[config.mk]
export PLATFORM = sky130hd
export DESIGN_NAME = seg_display_scanner
export DESIGN_NICKNAME = d
export VERILOG_FILES = /design/src/rtl/seg_disp_pkg.sv /design/src/rtl/seg_nibble_decoder.sv /design/src/rtl/seg_display_scanner.sv
export SDC_FILE = /design/constraint.sdc
export NUM_CORES = 1
export LEC_CHECK = 0
export ABC_AREA = 1
export CORE_MARGIN = 2
export CORE_UTILIZATION = 55
export DETAILED_ROUTE_END_ITERATION = 10
export PLACE_DENSITY_LB_ADDON = 0.08
export SETUP_SLACK_MARGIN = 0.5
export SYNTH_ARGS = -nofsm -noshare
export SYNTH_HDL_FRONTEND = slang
export SYNTH_SLANG_ARGS = --single-unit
[constraint.sdc]
create_clock -name clk -period 2.1 [get_ports clk]
set_input_delay 0.42 -clock clk [delete_from_list [all_inputs] [get_ports clk]]
set_output_delay 0.42 -clock clk [all_outputs]
set_load 0.1 [all_outputs]
[src/rtl/seg_disp_pkg.sv]
// Shared types and constants for the 7-segment display scanner: scan states,
// active-low segment code table ({a,b,c,d,e,f,g}) and blink period.
package seg_disp_pkg;

  typedef enum logic {
    BLANK = 1'b0,
    DRIVE = 1'b1
  } scan_state_e;

  localparam logic [6:0] SEG_OFF = 7'h7F;

  // Frames per blink phase when the blink option is built in.
  localparam int BLINK_FRAMES = 32;

  // Indexed by nibble value; entry 0 is the rightmost element of the concatenation.
  localparam logic [15:0][6:0] SEG_TABLE = {
    7'b0111000,  // F
    7'b0110000,  // E
    7'b1000010,  // d
    7'b0110001,  // C
    7'b1100000,  // b
    7'b0001000,  // A
    7'b0000100,  // 9
    7'b0000000,  // 8
    7'b0001111,  // 7
    7'b0100000,  // 6
    7'b0100100,  // 5
    7'b1001100,  // 4
    7'b0000110,  // 3
    7'b0010010,  // 2
    7'b1001111,  // 1
    7'b0000001   // 0
  };

endpackage

[src/rtl/seg_nibble_decoder.sv]
// Combinational hex nibble to active-low 7-segment pattern, shared by all digits.
module seg_nibble_decoder
  import seg_disp_pkg::*;
(
  input  logic [3:0] nibble,
  output logic [6:0] seg_n
);

  assign seg_n = SEG_TABLE[nibble];

endmodule

[src/rtl/seg_display_scanner.sv]
// Time-multiplexed hex scanner for a common-anode multi-digit 7-segment display
// with blanking gap, frame-aligned load and leading-zero blanking.
// Optional per-digit blinking is built in when SEG_DISPLAY_BLINK_EN is defined.
module seg_display_scanner
  import seg_disp_pkg::*;
#(
  parameter int NUM_DIGITS  = 8,
  parameter int DIGIT_TICKS = 100000,
  parameter int BLANK_TICKS = 1000
) (
  input  logic                    clk,
  input  logic                    rst_n,
  input  logic [4*NUM_DIGITS-1:0] data_in,
  input  logic                    load_req,
  input  logic [NUM_DIGITS-1:0]   dp_mask,
  input  logic                    lzb_en,
`ifdef SEG_DISPLAY_BLINK_EN
  input  logic [NUM_DIGITS-1:0]   blink_mask,
`endif
  output logic                    load_ack,
  output logic                    frame_done,
  output logic [NUM_DIGITS-1:0]   an_n,
  output logic [6:0]              seg_n,
  output logic                    dp_n
);

  localparam int TICK_W = $clog2(DIGIT_TICKS);
  localparam int IDX_W  = $clog2(NUM_DIGITS);

  localparam logic [TICK_W-1:0] TICK_LAST  = TICK_W'(DIGIT_TICKS - 1);
  localparam logic [TICK_W-1:0] TICK_BLANK = TICK_W'(BLANK_TICKS);
  localparam logic [IDX_W-1:0]  IDX_LAST   = IDX_W'(NUM_DIGITS - 1);

  logic [TICK_W-1:0] tick;
  logic [TICK_W-1:0] tick_next;
  logic [IDX_W-1:0]  idx;
  logic              slot_end;
  logic              frame_end;

  scan_state_e state;
  scan_state_e state_next;

  logic [4*NUM_DIGITS-1:0]     display_q;
  logic [4*NUM_DIGITS-1:0]     pend_data;
  logic                        pend_valid;
  logic [NUM_DIGITS-1:0][3:0]  digits;
  logic [NUM_DIGITS-1:0]       zero_run;
  logic [3:0]                  nibble;
  logic [6:0]                  seg_code;
  logic                        digit_blank;
  logic                        blink_off;

  logic [NUM_DIGITS-1:0] an_d;
  logic [6:0]            seg_d;
  logic                  dp_d;

  // Slot timing
  assign slot_end  = (tick == TICK_LAST);
  assign frame_end = slot_end && (idx == IDX_LAST);
  assign tick_next = slot_end ? '0 : tick + 1'b1;

  always_ff @(posedge clk) begin
    // NOTE: registers use non-blocking assignments so every flop samples the
    // pre-edge value of its inputs regardless of statement order.
    if (!rst_n) begin
      tick <= '0;
      idx  <= '0;
    end else begin
      tick <= tick_next;
      if (slot_end) begin
        idx <= (idx == IDX_LAST) ? '0 : idx + 1'b1;
      end
    end
  end

  // Load handshake: pending holds the newest request until the frame boundary,
  // so the visible value only ever changes between frames.
  always_ff @(posedge clk) begin
    if (!rst_n) begin
      display_q  <= '0;
      pend_data  <= '0;
      pend_valid <= 1'b0;
      load_ack   <= 1'b0;
      frame_done <= 1'b0;
    end else begin
      frame_done <= frame_end;
      load_ack   <= frame_end && (pend_valid || load_req);
      if (frame_end) begin
        if (load_req) begin
          display_q <= data_in;
        end else if (pend_valid) begin
          display_q <= pend_data;
        end
        pend_valid <= 1'b0;
      end else if (load_req) begin
        pend_data  <= data_in;
        pend_valid <= 1'b1;
      end
    end
  end

  // Digit data path and leading-zero detection
  assign digits = display_q;
  assign nibble = digits[idx];

  always_comb begin
    for (int i = 0; i < NUM_DIGITS; i++) begin
      zero_run[i] = ((display_q >> (4 * i)) == '0);
    end
  end

  assign digit_blank = lzb_en && (idx != '0) && zero_run[idx];

  seg_nibble_decoder u_decoder (
    .nibble (nibble),
    .seg_n  (seg_code)
  );

`ifdef SEG_DISPLAY_BLINK_EN
  localparam int BLINK_W = $clog2(BLINK_FRAMES);
  localparam logic [BLINK_W-1:0] BLINK_LAST = BLINK_W'(BLINK_FRAMES - 1);

  logic [BLINK_W-1:0] frame_cnt;
  logic               blink_on;

  always_ff @(posedge clk) begin
    if (!rst_n) begin
      frame_cnt <= '0;
      blink_on  <= 1'b1;
    end else if (frame_end) begin
      if (frame_cnt == BLINK_LAST) begin
        frame_cnt <= '0;
        blink_on  <= ~blink_on;
      end else begin
        frame_cnt <= frame_cnt + 1'b1;
      end
    end
  end

  assign blink_off = !blink_on && blink_mask[idx];
`else
  assign blink_off = 1'b0;
`endif

  // Scan FSM: state tracks the slot phase of the current tick.
  always_ff @(posedge clk) begin
    if (!rst_n) begin
      state <= BLANK;
    end else begin
      state <= state_next;
    end
  end

  always_comb begin
    // NOTE: every signal driven here gets a default first, so no branch can
    // leave one unassigned and infer a latch.
    state_next = (tick_next < TICK_BLANK) ? BLANK : DRIVE;
    an_d       = '1;
    seg_d      = SEG_OFF;
    dp_d       = 1'b1;
    if (state == DRIVE) begin
      an_d[idx] = 1'b0;
      seg_d     = (digit_blank || blink_off) ? SEG_OFF : seg_code;
      dp_d      = blink_off ? 1'b1 : ~dp_mask[idx];
    end
  end

  // Pin registers: one cycle behind tick/idx, glitch-free at the board.
  always_ff @(posedge clk) begin
    if (!rst_n) begin
      an_n  <= '1;
      seg_n <= SEG_OFF;
      dp_n  <= 1'b1;
    end else begin
      an_n  <= an_d;
      seg_n <= seg_d;
      dp_n  <= dp_d;
    end
  end

endmodule
Word-level counts from Yosys, hierarchy flattened
Memories as Yosys holds them, arrays and structs flattened. A register that Yosys moved wholly into a read port is not among the register bits.
Index checks and enable logic that the tools add are counted.
{ "word_totals": {"regBits": 97, "romBits": 112, "input_bits": 44, "output_inout_bits": 18, "wordCells": 57, "mem_count": 1} }
{ "memory_table": {"columns": ["name", "words", "width", "read_ports", "rd_clocked_by_memory_dff", "write_ports", "line_no", "rtl"], "rows": [
  ["(no name shown)", 16, 7, 1, 1, 0, "seg_nibble_decoder.sv:9", "assign seg_n = SEG_TABLE[nibble];"]
]} }
{ "op_classes": {"add_sub_neg": 2, "magnitude_cmp": 3, "eq_ne": 2, "mux": 13, "bitwise": 5, "n_reduce_logical": 21} }
{ "ops": {"columns": ["operator", "count"], "rows": [
  ["32-bit logical NOT", 8],
  ["32-bit two-way mux", 2],
  ["17-bit by 1-bit adder with 17-bit output (second input constant)", 1],
  ["17-bit equality test (second input constant)", 1],
  ["17-bit by 10-bit less-than comparator with 1-bit output (second input constant)", 1],
  ["17-bit two-way mux", 1],
  ["4-bit binary-select mux with 3-bit select", 1],
  ["8-bit inverter", 1],
  ["1-bit binary-select mux with 3-bit select", 2],
  ["2-bit AND reduction", 3],
  ["1-bit logical AND", 5],
  ["3-bit by 4-bit less-than comparator with 1-bit output (second input constant)", 1],
  ["1-bit two-way mux", 4],
  ["4-bit two-way mux", 1],
  ["1-bit inverter", 4],
  ["3-bit by 1-bit adder with 3-bit output (second input constant)", 1],
  ["1-bit demux with 3-bit select", 1],
  ["3-bit equality test (second input constant)", 1],
  ["3-bit by 1-bit greater-or-equal comparator with 1-bit output (second input constant)", 1],
  ["3-bit two-way mux", 1],
  ["3-bit nonzero test", 1],
  ["3-bit OR reduction", 1],
  ["2-bit nonzero test", 1],
  ["2-bit OR reduction", 1],
  ["1-bit logical OR", 1]
]} }

Depth between registers and ports, before layout
{ "depth": {"word_depth": 5, "depth_mapped": 13, "ltp_nobuf": 13} }

By module
A second synthesis with hierarchy kept.
{ "unflattened": {"hier_cells": 709, "area_unflattened_um2": 4959.8} }
{ "modules_own_cells": {"columns": ["module", "n_inst", "cells_per_inst", "area_per_inst_um2", "seq_area_each_um2"], "rows": [
  ["seg_display_scanner", 1, 660, 4685.7, 2082.0],
  ["seg_nibble_decoder", 1, 49, 274.0, 0.0]
]} }

Worst setup path before layout
No wires, ideal clock.
{ "synth_timing": {"path_kind": "register -> register", "start": "register idx[0]", "end": "register seg_n[1]", "setup_time_ns": 0.126, "arrival_ns": 1.741, "required_ns": 1.974, "slack_ns": 0.233, "path_stages_with_launch": 13, "n_path_buf": 2, "synth_period_minus_slack_ns": 1.867, "cell_sequence": "dfxtp_1 > buf_2 > buf_2 > nand2_1 > o211ai_1 > o21ai_0 > nor2_1 > inv_1 > ha_1 > nand2_2 > o21ai_0 > o21ai_1 > nand2_1"} }
{ "synth_via": {"elab_chain_len": 4, "word_cells_on_any_way": 8, "classes_between": "mux: 4; reduce/logical: 4"} }
{ "synth_lines": {"columns": ["element", "line_no", "rtl"], "rows": [
  ["start: declaration", "seg_display_scanner.sv:36", "logic [IDX_W-1:0] idx;"],
  ["start signal: assignment", "seg_display_scanner.sv:71", "idx <= (idx == IDX_LAST) ? '0 : idx + 1'b1;"],
  ["1-bit binary-select mux with 3-bit select / 3-bit nonzero test (equally long branches)", "seg_display_scanner.sv:112", "assign digit_blank = lzb_en && (idx != '0) && zero_run[idx];"],
  ["1-bit two-way mux (not written as such) / 1-bit logical AND (equally long branches)", "seg_display_scanner.sv:112", null],
  ["1-bit logical AND", "seg_display_scanner.sv:112", null],
  ["3-bit OR reduction (no source line)", null, null],
  ["end: declaration", "seg_display_scanner.sv:23", "output logic [6:0] seg_n,"]
]} }
Parallel ways exist; a longest one is shown, timed or not. The select of a mux whose other input is x is not followed.
A chain may end at the register's enable or synchronous reset.

Worst setup path in the final report
{ "layout_timing": {"start": "register idx[0]", "end": "register seg_n[3]"} }
The elaborated chain is that of the path after synthesis.

==> out/qor.yml <==
timing:
  fmax_mhz: 562
  worstMarginPinSlew_ns: 0.506
  slew_headroom_pct: 65.9
  period_needed_ns: 1.78
  fin_crit_sh_pct: 84.7
  fin_skew_ns: 0.0188
  rsz0062_at_grt: "yes"
  hold_violations: 0
  finalSetupTns_ns: 0
  slew_viol_final: 0
  setup-violations-final: 0
job:
  maxCapViolations: 0
global_routing:
  grt_first_pass_wirelength_um: 21100
  antenna_found_initial: 0
  grt-ovfl-total: 0
  grt_max_degree: 43
  first_global_vias: 4601
  grt_usage_pct: 26.2
placed_design:
  dp_cells: 875
  place_congestion: 0.863
  post-dp-hpwl_um: 8600
  numPortBuffers: 61
worst_setup_path:
  critical_path_required_ns: 2.43
  cpMaxStageDelayCell: "dfxtp_4"
  reg2reg_to: "seg_n[3]$_SDFF_PP1_"
  cp_max_fo: 8
  critPathKind: "reg2reg"
  crit_top_cell: "inv_2"
  ff2ff_path_depth: 10
  cp.arrival_ns: 2.11
  reg2reg_from: "idx[0]$_SDFFE_PN0N_"
  rrSetupSlack_ns: 0.32
  crit_path_end_kind: "flip-flop"
  crit_chain: "buf_6, nand2_2, o211ai_1, nand4_1, inv_2, ha_2, inv_2, o21ai_1, nand2_1, nand3_1"
  slowest_delay_ns: 0.43
  crit_path_start_kind: "flip-flop"
routing:
  routedWlPerCell_um: 15.2
  vias: 5117
  drc: 0
  drt_iter0_drc: 285
  vias_per_cell: 5.44
  routed_wl_um: 14300
  ant_nets: 0
  firstDrtPassIters: 5
floorplan:
  die_h_um: 100
  die_x_um: 100
  rows: 35
  start_util_pct: 55.7
  die_area_um2: 10000
  coreArea_um2: 9110
  top_level_ports: 62
cts:
  holdBufCountCts: 0
  clk_pin_slew_worst_paths_ns: 0.11
  cts_sinks: 104
  clockBufferDepth: 2
  tritoncts: "yes"
  clock_latency_ns: 0.39
  htree_num_levels: 3
  root_buffer: "clkbuf_8"
  cts_buffers: 9
final_layout:
  syn2layout_area_growth_pct: 39.6
  instances_no_fill: 941
  drive_above_1_share_pct: 28.9
  fillers: 636
  num_antenna_cells: 0
  multi_input_area_um2: 3010
  finalCoreUtilization_pct: 77.8
  seq_area_um2: 2110
  nNetsFinal: 879
pwr:
  power_leakage_nw: 2.82
  power_density_nw_per_um2: 521
  ir_worst_vdd_uv: 299
logic_synthesis:
  synth_top_area_share_pct: 41.0
  syn_avg_cell_area_um2: 7.08
  synth_top_cell_by_area: "dfxtp_1"
  ys_warn_count: 0
  ys_ff_latch: 104
  synth_area_leaders: "dfxtp_1 41%, nand2_1 9.7%, o21ai_0 8.4%, inv_1 7.1%, nor2_1 5.2%"
  syn_inst: 717
  syn_nets: 771
  synth.distinct_cells: 29
  seq_area_frac_synth_pct: 41.0
  netlist_area_um2: 5080
hold_path:
  hold-path-endpoint: "pend_data[0]$_SDFFE_PN0P_"
  hold_depth: 2
  hold_class: "reg2reg"
  holdCritStartpoint: "pend_data[0]$_SDFFE_PN0P_"
outcome:
  status: "finished clean"
-- metal layers --
layer,up-vias,GRT usage (%),part of all wire (%)
li1,2555,-,-
met1,2365,32.5,43
met2,176,43.7,51
met3,21,6.20,5.1
met4,0,11.1,1.3
met5,-,0,0
-- cell usage after synthesis (all sizes together) --
cell,instances
nand3b,2
o21ai,114
o211ai,10
nor2,73
clkbuf,21
o22ai,1
xor2,5
inv,101
buf,11
nor4,1
nand4,13
a311oi,1
a21oi,75
nand2,135
nand3,34
ha,10
nor3,6
dfxtp,104
-- kinds of logic after synthesis --
| family | share of synthesized area, % |
|---|---|
| simple gates | 22.5 |
| compound gates | 22.5 |
| buf+inv | 10.7 |
| flops | 41.0 |
| fa+ha+maj | 2.46 |
| xor+xnor | 0.862 |
-- critical path, delay by kind of cell, from the launching register on --
kind,cells,cell delay (ns)
AOI/OAI and AO/OA,2,0.29
adders and majority gates,1,0.21
buffers and inverters,3,0.39
and+or+nand+nor,4,0.42
DFF,1,0.43
-- repair_timing --
item	CTS	global route
pin swaps	13	7
gates cloned	4	4
endpoints found under the setup margin	79	72
gates resized for setup	77	112
setup buffers	27	15
-- power by group --
group	internal, mW	switching, mW	leakage, nW
logic	0.221	0.250	1.88
registers	2.02	0.0185	0.854
clock network	0.449	0.739	0.0892
-- cell usage in the layout, fill, tap and decap left out, types with 5 or more instances in the layout --
cell type / synthesis / routed
nor3_1: 6 / 6
dfxtp_2: 0 / 5
inv_2: 5 / 8
o21ai_1: 29 / 27
dfxtp_4: 0 / 5
nand3_1: 32 / 27
inv_1: 96 / 90
nor2_2: 0 / 6
o211ai_1: 10 / 10
clkdlybuf4s50_1: 0 / 41
a21oi_2: 28 / 30
nand2_2: 2 / 9
nor2_4: 2 / 9
nand4_1: 12 / 12
o21ai_4: 0 / 17
buf_6: 3 / 17
nand2_1: 131 / 121
nor2_1: 71 / 58
o21ai_2: 0 / 25
o21ai_0: 85 / 45
buf_12: 0 / 6
dfxtp_1: 104 / 94
a21oi_1: 47 / 45
buf_4: 4 / 55
clkbuf_8: 0 / 9
-- how the worst max path moves through the flow --
| stage | from | to | cells past startpoint |
|---|---|---|---|
| finish | idx[0]$_SDFFE_PN0N_ | seg_n[3]$_SDFF_PP1_ | 10 |
| global route | idx[0]$_SDFFE_PN0N_ | seg_n[1]$_SDFF_PP1_ | 10 |
| CTS | idx[0]$_SDFFE_PN0N_ | seg_n[1]$_SDFF_PP1_ | 10 |
| detailed placement | tick[0]$_SDFF_PP0_ | digits[3]$_SDFFE_PN0P_ | 11 |
| global placement | tick[0]$_SDFF_PP0_ | digits[2]$_SDFFE_PN0P_ | 11 |
| floorplan | idx[0]$_SDFFE_PN0N_ | seg_n[5]$_SDFF_PP1_ | 9 |
-- sequential cells by signal, indices dropped and copies added (netlist names) --
register and flops:
digits 32, tick 17, state 1, pend_valid 1
an_n 8, load_ack 1, idx 3, frame_done 1
dp_n 1, pend_data 32, seg_n 7
-- final cells by class --
class                   count  area share [%]
well taps                 111            1.96
clock buffers              10            1.80
multi-input cells         483            42.5
repair buffers            126            17.8
clock inverters             6           0.706
inverters                 101            5.45
flip-flops and latches    104            29.7
-- through the flow --
stage               power, mW  instance area, um2  worst slack (ns)  hold slack [ns]
floorplan                2.27                5110             0.426            0.418
global placement         2.39                5770             0.210            0.429
detailed placement       2.40                5770             0.176            0.440
CTS                      3.61                6440             0.387            0.456
global route             3.83                7090             0.237            0.472
finish                   3.69                7090             0.322            0.457
No activity file was read; power rests on OpenSTA's default activity.
